==> config.mk <==
export PLATFORM = sky130hd
export DESIGN_NAME = draw_bg_scroll_flat
export DESIGN_NICKNAME = d
export VERILOG_FILES = /design/src/rtl/draw_bg_scroll_if.sv /design/src/rtl/draw_bg_scroll.sv /design/src/flat_wrapper.sv
export SDC_FILE = /design/constraint.sdc
export NUM_CORES = 1
export LEC_CHECK = 0
export CORE_AREA = 3 3 87 89
export CTS_BUF_LIST = sky130_fd_sc_hd__clkbuf_16
export DETAILED_ROUTE_END_ITERATION = 8
export DIE_AREA = 0 0 90 92
export MAX_ROUTING_LAYER = met4
export PLACE_DENSITY = 0.78
export SYNTH_ARGS = -nofsm -noshare
export SYNTH_HDL_FRONTEND = slang
export SYNTH_SLANG_ARGS = --single-unit
==> constraint.sdc <==
create_clock -name clk -period 2.1 [get_ports clk]
set_clock_uncertainty 0.15 [all_clocks]
set_input_delay 0.315 -clock clk [delete_from_list [all_inputs] [get_ports clk]]
set_output_delay 0.315 -clock clk [all_outputs]
set_load 0.01 [all_outputs]
==> src/rtl/draw_bg_scroll_if.sv <==
// Shared VGA geometry package and the timing+rgb bundle interface
// used between stages of the video pipeline.
package vga_pkg;
  localparam int HOR_PIXELS = 800;
  localparam int VER_PIXELS = 600;
endpackage

interface vga_if;
  logic [10:0] vcount;
  logic [10:0] hcount;
  logic        vsync;
  logic        vblnk;
  logic        hsync;
  logic        hblnk;
  logic [11:0] rgb;

  modport in (
    input vcount, hcount, vsync, vblnk,
    input hsync, hblnk, rgb
  );
  modport out (
    output vcount, hcount, vsync, vblnk,
    output hsync, hblnk, rgb
  );
endinterface

==> src/rtl/draw_bg_scroll.sv <==
// Background stage: coloured frame edges, scrolling checkerboard
// fill and pass-through of non-key upstream pixels, 2-cycle latency.
module draw_bg_scroll
  import vga_pkg::*;
#(
  parameter int          BORDER_W     = 1,
  parameter int          TILE_LOG2    = 5,
  parameter int          FRAME_DIV    = 1,
  parameter int          SCROLL_STEP  = 1,
  parameter logic [11:0] KEY_COLOR    = 12'h000,
  parameter logic [11:0] COLOR_TOP    = 12'hff0,
  parameter logic [11:0] COLOR_BOTTOM = 12'hf00,
  parameter logic [11:0] COLOR_LEFT   = 12'h0f0,
  parameter logic [11:0] COLOR_RIGHT  = 12'h00f,
  parameter logic [11:0] COLOR_A      = 12'h452,
  parameter logic [11:0] COLOR_B      = 12'h342
) (
  input  logic clk,
  input  logic rst,
  vga_if.in    in,
  vga_if.out   out,
  input  logic scroll_en,
  input  logic scroll_dir,
  output logic frame_tick
);

  localparam int OW = TILE_LOG2 + 1;
  localparam logic [10:0] BW = 11'(BORDER_W);
  localparam logic [10:0] VB = 11'(VER_PIXELS - BORDER_W);
  localparam logic [10:0] HB = 11'(HOR_PIXELS - BORDER_W);
  localparam logic [OW-1:0] STEP = OW'(SCROLL_STEP);
  localparam logic [7:0] DIV_MAX = 8'(FRAME_DIV - 1);

  typedef enum logic [2:0] {
    R_BLANK, R_TOP, R_BOTTOM, R_LEFT,
    R_RIGHT, R_PASS, R_TILE_A, R_TILE_B
  } region_t;

  logic          vblnk_q;
  logic [7:0]    div_cnt;
  logic [OW-1:0] off;
  logic          rise;

  assign rise = in.vblnk & ~vblnk_q;

  // offset only moves on vblank entry, so it is stable over active lines
  always_ff @(posedge clk) begin
    if (rst) begin
      vblnk_q    <= 1'b0;
      frame_tick <= 1'b0;
      div_cnt    <= 8'd0;
      off        <= '0;
    end else begin
      vblnk_q    <= in.vblnk;
      frame_tick <= rise;
      if (rise && scroll_en) begin
        if (div_cnt == DIV_MAX) begin
          div_cnt <= 8'd0;
          off <= scroll_dir ? off - STEP
                            : off + STEP;
        end else begin
          div_cnt <= div_cnt + 8'd1;
        end
      end
    end
  end

  logic [OW-1:0] y;
  logic          par;
  region_t       code_d;

  assign y   = in.vcount[OW-1:0] + off;
  assign par = y[TILE_LOG2] ^ in.hcount[TILE_LOG2];

  always_comb begin
    code_d = R_BLANK;
    if (in.vblnk | in.hblnk)  code_d = R_BLANK;
    else if (in.vcount < BW)  code_d = R_TOP;
    else if (in.vcount >= VB) code_d = R_BOTTOM;
    else if (in.hcount < BW)  code_d = R_LEFT;
    else if (in.hcount >= HB) code_d = R_RIGHT;
    else if (in.rgb != KEY_COLOR)
      code_d = R_PASS;
    else
      code_d = par ? R_TILE_B : R_TILE_A;
  end

  logic [10:0] vc1, hc1;
  logic        vs1, vb1, hs1, hb1;
  logic [11:0] rgb1;
  region_t     code_q;

  always_ff @(posedge clk) begin
    if (rst) begin
      vc1    <= '0;
      hc1    <= '0;
      vs1    <= 1'b0;
      vb1    <= 1'b0;
      hs1    <= 1'b0;
      hb1    <= 1'b0;
      rgb1   <= '0;
      code_q <= R_BLANK;
    end else begin
      vc1    <= in.vcount;
      hc1    <= in.hcount;
      vs1    <= in.vsync;
      vb1    <= in.vblnk;
      hs1    <= in.hsync;
      hb1    <= in.hblnk;
      rgb1   <= in.rgb;
      code_q <= code_d;
    end
  end

  logic [11:0] rgb_d;

  always_comb begin
    rgb_d = 12'h000;
    unique case (code_q)
      R_BLANK:  rgb_d = 12'h000;
      R_TOP:    rgb_d = COLOR_TOP;
      R_BOTTOM: rgb_d = COLOR_BOTTOM;
      R_LEFT:   rgb_d = COLOR_LEFT;
      R_RIGHT:  rgb_d = COLOR_RIGHT;
      R_PASS:   rgb_d = rgb1;
      R_TILE_A: rgb_d = COLOR_A;
      R_TILE_B: rgb_d = COLOR_B;
    endcase
  end

  always_ff @(posedge clk) begin
    if (rst) begin
      out.vcount <= '0;
      out.hcount <= '0;
      out.vsync  <= 1'b0;
      out.vblnk  <= 1'b0;
      out.hsync  <= 1'b0;
      out.hblnk  <= 1'b0;
      out.rgb    <= '0;
    end else begin
      out.vcount <= vc1;
      out.hcount <= hc1;
      out.vsync  <= vs1;
      out.vblnk  <= vb1;
      out.hsync  <= hs1;
      out.hblnk  <= hb1;
      out.rgb    <= rgb_d;
    end
  end

endmodule

==> src/flat_wrapper.sv <==
// flat-port wrapper written by rule: the top's interface ports become plain ports
module draw_bg_scroll_flat import vga_pkg::*;
#(
  parameter int          BORDER_W     = 1,
  parameter int          TILE_LOG2    = 5,
  parameter int          FRAME_DIV    = 1,
  parameter int          SCROLL_STEP  = 1,
  parameter logic [11:0] KEY_COLOR    = 12'h000,
  parameter logic [11:0] COLOR_TOP    = 12'hff0,
  parameter logic [11:0] COLOR_BOTTOM = 12'hf00,
  parameter logic [11:0] COLOR_LEFT   = 12'h0f0,
  parameter logic [11:0] COLOR_RIGHT  = 12'h00f,
  parameter logic [11:0] COLOR_A      = 12'h452,
  parameter logic [11:0] COLOR_B      = 12'h342
)
  (clk, rst, scroll_en, scroll_dir, frame_tick, in_vcount, in_hcount, in_vsync, in_vblnk, in_hsync, in_hblnk, in_rgb, out_vcount, out_hcount, out_vsync, out_vblnk, out_hsync, out_hblnk, out_rgb);
  vga_if in_i ();
  vga_if out_i ();
  input  logic clk;
  input  logic rst;
  input  logic scroll_en;
  input  logic scroll_dir;
  output logic frame_tick;
  input wire logic [$bits(in_i.vcount)-1:0] in_vcount;
  input wire logic [$bits(in_i.hcount)-1:0] in_hcount;
  input wire logic [$bits(in_i.vsync)-1:0] in_vsync;
  input wire logic [$bits(in_i.vblnk)-1:0] in_vblnk;
  input wire logic [$bits(in_i.hsync)-1:0] in_hsync;
  input wire logic [$bits(in_i.hblnk)-1:0] in_hblnk;
  input wire logic [$bits(in_i.rgb)-1:0] in_rgb;
  output wire logic [$bits(out_i.vcount)-1:0] out_vcount;
  output wire logic [$bits(out_i.hcount)-1:0] out_hcount;
  output wire logic [$bits(out_i.vsync)-1:0] out_vsync;
  output wire logic [$bits(out_i.vblnk)-1:0] out_vblnk;
  output wire logic [$bits(out_i.hsync)-1:0] out_hsync;
  output wire logic [$bits(out_i.hblnk)-1:0] out_hblnk;
  output wire logic [$bits(out_i.rgb)-1:0] out_rgb;
  assign in_i.vcount = in_vcount;
  assign in_i.hcount = in_hcount;
  assign in_i.vsync = in_vsync;
  assign in_i.vblnk = in_vblnk;
  assign in_i.hsync = in_hsync;
  assign in_i.hblnk = in_hblnk;
  assign in_i.rgb = in_rgb;
  assign out_vcount = out_i.vcount;
  assign out_hcount = out_i.hcount;
  assign out_vsync = out_i.vsync;
  assign out_vblnk = out_i.vblnk;
  assign out_hsync = out_i.hsync;
  assign out_hblnk = out_i.hblnk;
  assign out_rgb = out_i.rgb;
  draw_bg_scroll #(.BORDER_W(BORDER_W), .TILE_LOG2(TILE_LOG2), .FRAME_DIV(FRAME_DIV), .SCROLL_STEP(SCROLL_STEP), .KEY_COLOR(KEY_COLOR), .COLOR_TOP(COLOR_TOP), .COLOR_BOTTOM(COLOR_BOTTOM), .COLOR_LEFT(COLOR_LEFT), .COLOR_RIGHT(COLOR_RIGHT), .COLOR_A(COLOR_A), .COLOR_B(COLOR_B)) u_core (.clk(clk), .rst(rst), .in(in_i), .out(out_i), .scroll_en(scroll_en), .scroll_dir(scroll_dir), .frame_tick(frame_tick));
endmodule
After elaboration in Yosys (flattened, before gate mapping) --
Cells that the tools add are included. W data, S select, Z words.
Operators by class: add/sub/neg operators 4, multipliers 0, div/mod/pow operators 0, $lt $le $gt $ge 4, equal/unequal tests 7, shift-type cells 0, mux-type cells 9, bitwise logic cells 4, reductions and logical operators 8
Operators with widths (count):
- $pmux W12 S8 | 1
- $ge A11 B10 Y1 const B | 2
- $lt A11 B1 Y1 const B | 2
- $eq A3 B3 Y1 const B | 4
- $reduce_bool A12 Y1 | 1
- $add A8 B1 Y8 const B | 1
- $logic_not A8 Y1 | 1
- $mux W8 | 1
- $add A6 B1 Y6 const B | 1
- $add A6 B6 Y6 | 1
- $eq A3 B2 Y1 const B | 2
- $mux W3 | 2
- $mux W6 | 1
- $sub A6 B1 Y6 const B | 1
- $reduce_or A5 Y1 | 1
- $mux W2 | 2
- $eq A3 B1 Y1 const B | 1
- $logic_not A3 Y1 | 1
- $reduce_or A3 Y1 | 1
- $mux W1 | 2
- $reduce_and A2 Y1 | 1
- $reduce_or A2 Y1 | 1
- $and A1 B1 Y1 | 1
- $logic_and A1 B1 Y1 | 1
- 3 further kinds | 3
Storage, ports and cells: flip-flop bits (word level) 94, latch bits 0, bits in writable memories 0, memory bits (read-only) 0, output and inout port bits 39, word-level logic and storage cells 56, memories kept 0

Depth between registers and ports, before layout --
depth after elaboration 8, mapped depth 8, depth with buffers taken out 7

Worst setup path after synthesis --
No wires, ideal clock.
kind input to register, from input scroll_dir, to register u_core.off[5], setup time 121 ps, arrival time 1611 ps, slack 218 ps, stages 6, cells stage by stage ha_1 > a211oi_1 > o21bai_1 > a21oi_1 > mux2i_1 > mux2_2
Between the ends: longest elaborated chain between the ends 1
Ends and longest elaborated chain:
- start: declaration | RTL line flat_wrapper.sv:22 | input logic scroll_dir;
- $mux W6 | RTL line draw_bg_scroll.sv:59 | off <= scroll_dir ? off - STEP
- end signal: assignment | RTL line draw_bg_scroll.sv:59
- end: declaration | RTL line draw_bg_scroll.sv:41 | logic [OW-1:0] off;
No other way between the ends. A chain may end at the register's enable or synchronous reset.

Worst setup path in the final report --
from register u_core.off[1], to register u_core.off[5]
Between the ends: longest elaborated chain between the ends 2, elaborated cells on any way between the ends 3, classes of those cells add/sub (2); mux (1)
Ends and longest elaborated chain (RTL line):
- $add A6 B1 Y6 or $sub A6 B1 Y6 (tied branches) | draw_bg_scroll.sv:60, draw_bg_scroll.sv:59
- $mux W6 (*) | draw_bg_scroll.sv:59
Mark *: on every way between the ends. The rest lies on a longest branch, timed or not.

==> impl_metrics.json <==
{
  "wirelength_um": 6721,
  "wl_met1_um": 3079,
  "final_cell_mix": "94 x dfxtp_1, 78 x clkdlybuf4s50_1, 68 x nor2b_1",
  "worstSetupPathType": "flop to flop",
  "grt_pass1_vias": 2261,
  "rows": 30,
  "final_util_pct": 67.84,
  "critPathArrivalTime_ps": 2090,
  "clk_latency_ps": 330,
  "cp.required_ps": 2160,
  "cts_setup_buffers": 0,
  "start_util_pct": 48.96,
  "netlist_instances": 323,
  "grt_max_degree": 66,
  "syn2layout_area_growth_pct": 38.57,
  "power_density_nw_per_um2": 841.0,
  "portBuffers": 80,
  "clock.fmax_ghz": 0.4930,
  "dp.cells": 502,
  "drt_first_pass_iters": 4,
  "netlist_area_um2": 3344,
  "finalMaxSlewViolations": 0,
  "timing.slew.headroom_pct": 64.67,
  "cts_tree": "built",
  "seq_area_frac_synth_pct": 56.27,
  "remaining_drc_errors": 0,
  "drt-initial-drc-count": 95,
  "peakVddDrop_mv": 0.5158,
  "cap_violations": 0,
  "ant_nets": 0,
  "gp_congestion": 0.7995,
  "die_w_um": 90,
  "worst_slack_ps": 71.61,
  "synthesis.nets": 376,
  "multi_input_area_um2": 1348,
  "final_common_cell": "dfxtp_1",
  "async_flop_share_pct": 0,
  "fin_crit_sh_pct": 96.59,
  "cts-hold-fix-buffers": 0,
  "fill_cells": 544,
  "cts_buffers": 9,
  "total_power_mw": 3.897,
  "reg2reg_depth": 6,
  "ioPinCount": 81,
  "stdcell_count": 516,
  "start_kind": "flop",
  "core_area_um2": 6832,
  "hpwl_um": 4904,
  "holdPathStages": 4,
  "grt_usage_pct": 17.27,
  "grt_setup_unrepaired": "false",
  "regArea_um2": 1882,
  "top_layer": "met4",
  "ys_ff_latch": 94,
  "dr_wl_met3_um": 254,
  "nets": 470,
  "clock_tree.root_cell": "clkbuf_16",
  "crit_fanout": 2,
  "die_y_um": 92,
  "worst_pin_slew_ps": 525.9,
  "die_area_um2": 8280,
  "clk_pin_slew_ps": 60,
  "syn_area_per_cell_um2": 10.35,
  "antenna_cells": 0,
  "htreeDepth": 3,
  "synthDistinctLibCells": 37,
  "setup_viol": 0,
  "drive_above_1_share_pct": 8.333,
  "grt_pass1_wl_um": 10790,
  "wl_met2_um": 3220,
  "vias_per_cell": 4.684,
  "route.vias.total": 2417,
  "synth_top_flop_cell": "dfxtp_1",
  "hold_path.class": "input pin to flop",
  "synth_edf_count": 0,
  "clkSinkCount": 94,
  "status": "complete, no violations",
  "yosys_warnings": 0,
  "power_leakage_nw": 1.831,
  "period_needed_ps": 2028,
  "antenna_found_initial": 0,
  "place_ws_ps": -474.0,
  "wl_per_cell_um": 13.03,
  "clockBufferDepth": 2,
  "endpoint_kind": "flop",
  "overflow": 0,
  "hold_viol": 0
}
-- flip-flops by register name, indices dropped and copies added (netlist names), 3 cells and up --
name / cells
u_core.out.rgb: 12
u_core.vc1: 11
u_core.hc1: 11
u_core.rgb1: 12
u_core.out.vcount: 11
u_core.off: 6
u_core.code_q: 3
u_core.out.hcount: 11
u_core.div_cnt: 8
-- synth_stat cells (2+ instances only) --
library cell | instances | share of area (%)
a21oi_1 | 16 | 2.4
inv_1 | 11 | 1.2
xnor2_1 | 9 | 2.4
o21ai_0 | 7 | 1.0
nor4_1 | 8 | 1.5
nand2b_1 | 7 | 1.3
a311oi_1 | 2 | 0.52
nor3_1 | 6 | 0.90
nor2b_1 | 68 | 13
dfxtp_1 | 94 | 56
and3_1 | 4 | 0.75
xor2_1 | 4 | 1.0
and4_1 | 2 | 0.52
o21a_1 | 4 | 0.90
nand2_1 | 6 | 0.67
nand3_1 | 5 | 0.75
buf_6 | 3 | 1.0
a21o_1 | 3 | 0.67
a211oi_1 | 3 | 0.67
nand4_1 | 3 | 0.56
nor2_1 | 18 | 2.0
mux2i_1 | 5 | 1.5
ha_1 | 10 | 3.7
clkbuf_1 | 12 | 1.3
-- timing repair --
| action | CTS | global route |
|---|---|---|
| hold endpoints to repair | 0 | 0 |
| endpoints found under the setup margin | 1 | 0 |
| gates resized for setup | 2 | 0 |
-- critical path, stage by stage, from the launching register on --
cell	delay [ps]
dfxtp_1	320
ha_1	330
a211oi_2	250
o21bai_1	100
a21oi_1	200
mux2i_1	220
mux2_2	340
-- metal layers --
layer | up-vias | track usage, %
met2 | 58 | 27.57
met5 | - | -
met1 | 1092 | 20.56
met4 | 0 | 9.439
li1 | 1254 | -
met3 | 13 | 3.527
-- power breakdown --
part	leakage, nW	internal [mW]	switching, mW
combinational	0.906	0.224	0.156
clock	0.151	1.02	0.605
sequential	0.774	1.86	0.0302
total	1.83	3.11	0.790
-- kinds of logic (layout without fill, tap and decap cells) --
kind of cell    Yosys count  count (layout)  share of synthesized area, %
compound gates           38              38                         6.847
xor+xnor                 13              13                         3.404
fa+ha+maj                11              11                         4.340
buf+inv                  26             123                         3.591
flops                    94              94                         56.27
mux                       6               6                         1.833
simple gates            135             135                         23.72
-- cell type report --
cell class | count | share of cell area (%)
clock inverter | 5 | 1.647
clock buffer | 9 | 4.860
multi-input combinational | 203 | 29.08
tap | 96 | 2.592
inverter | 11 | 0.8909
timing repair buffer | 98 | 20.33
sequential | 94 | 40.60
-- worst paths after layout --
| check | start | slack, ps | to |
|---|---|---|---|
| setup / recovery | u_core.off[1] | 70 | u_core.off[5] |
| hold / removal | rst | 270 | u_core.code_q[0] |
| setup reg to reg | u_core.off[1] | 70 | u_core.off[5] |
| hold reg to reg | u_core.rgb1[0] | 280 | u_core.out.rgb[0] |
-- per-stage QoR --
stage | TNS (ps) | area (µm²) | hold slack [ps]
CTS | 0 | 4634 | 243.6
detailed placement | -716.6 | 4329 | 268.7
finish | 0 | 4634 | 266.9
global placement | -525.2 | 4329 | 267.0
floorplan | 0 | 3344 | 261.9
global route | 0 | 4634 | 293.1
(Power assumes the default switching activity.)
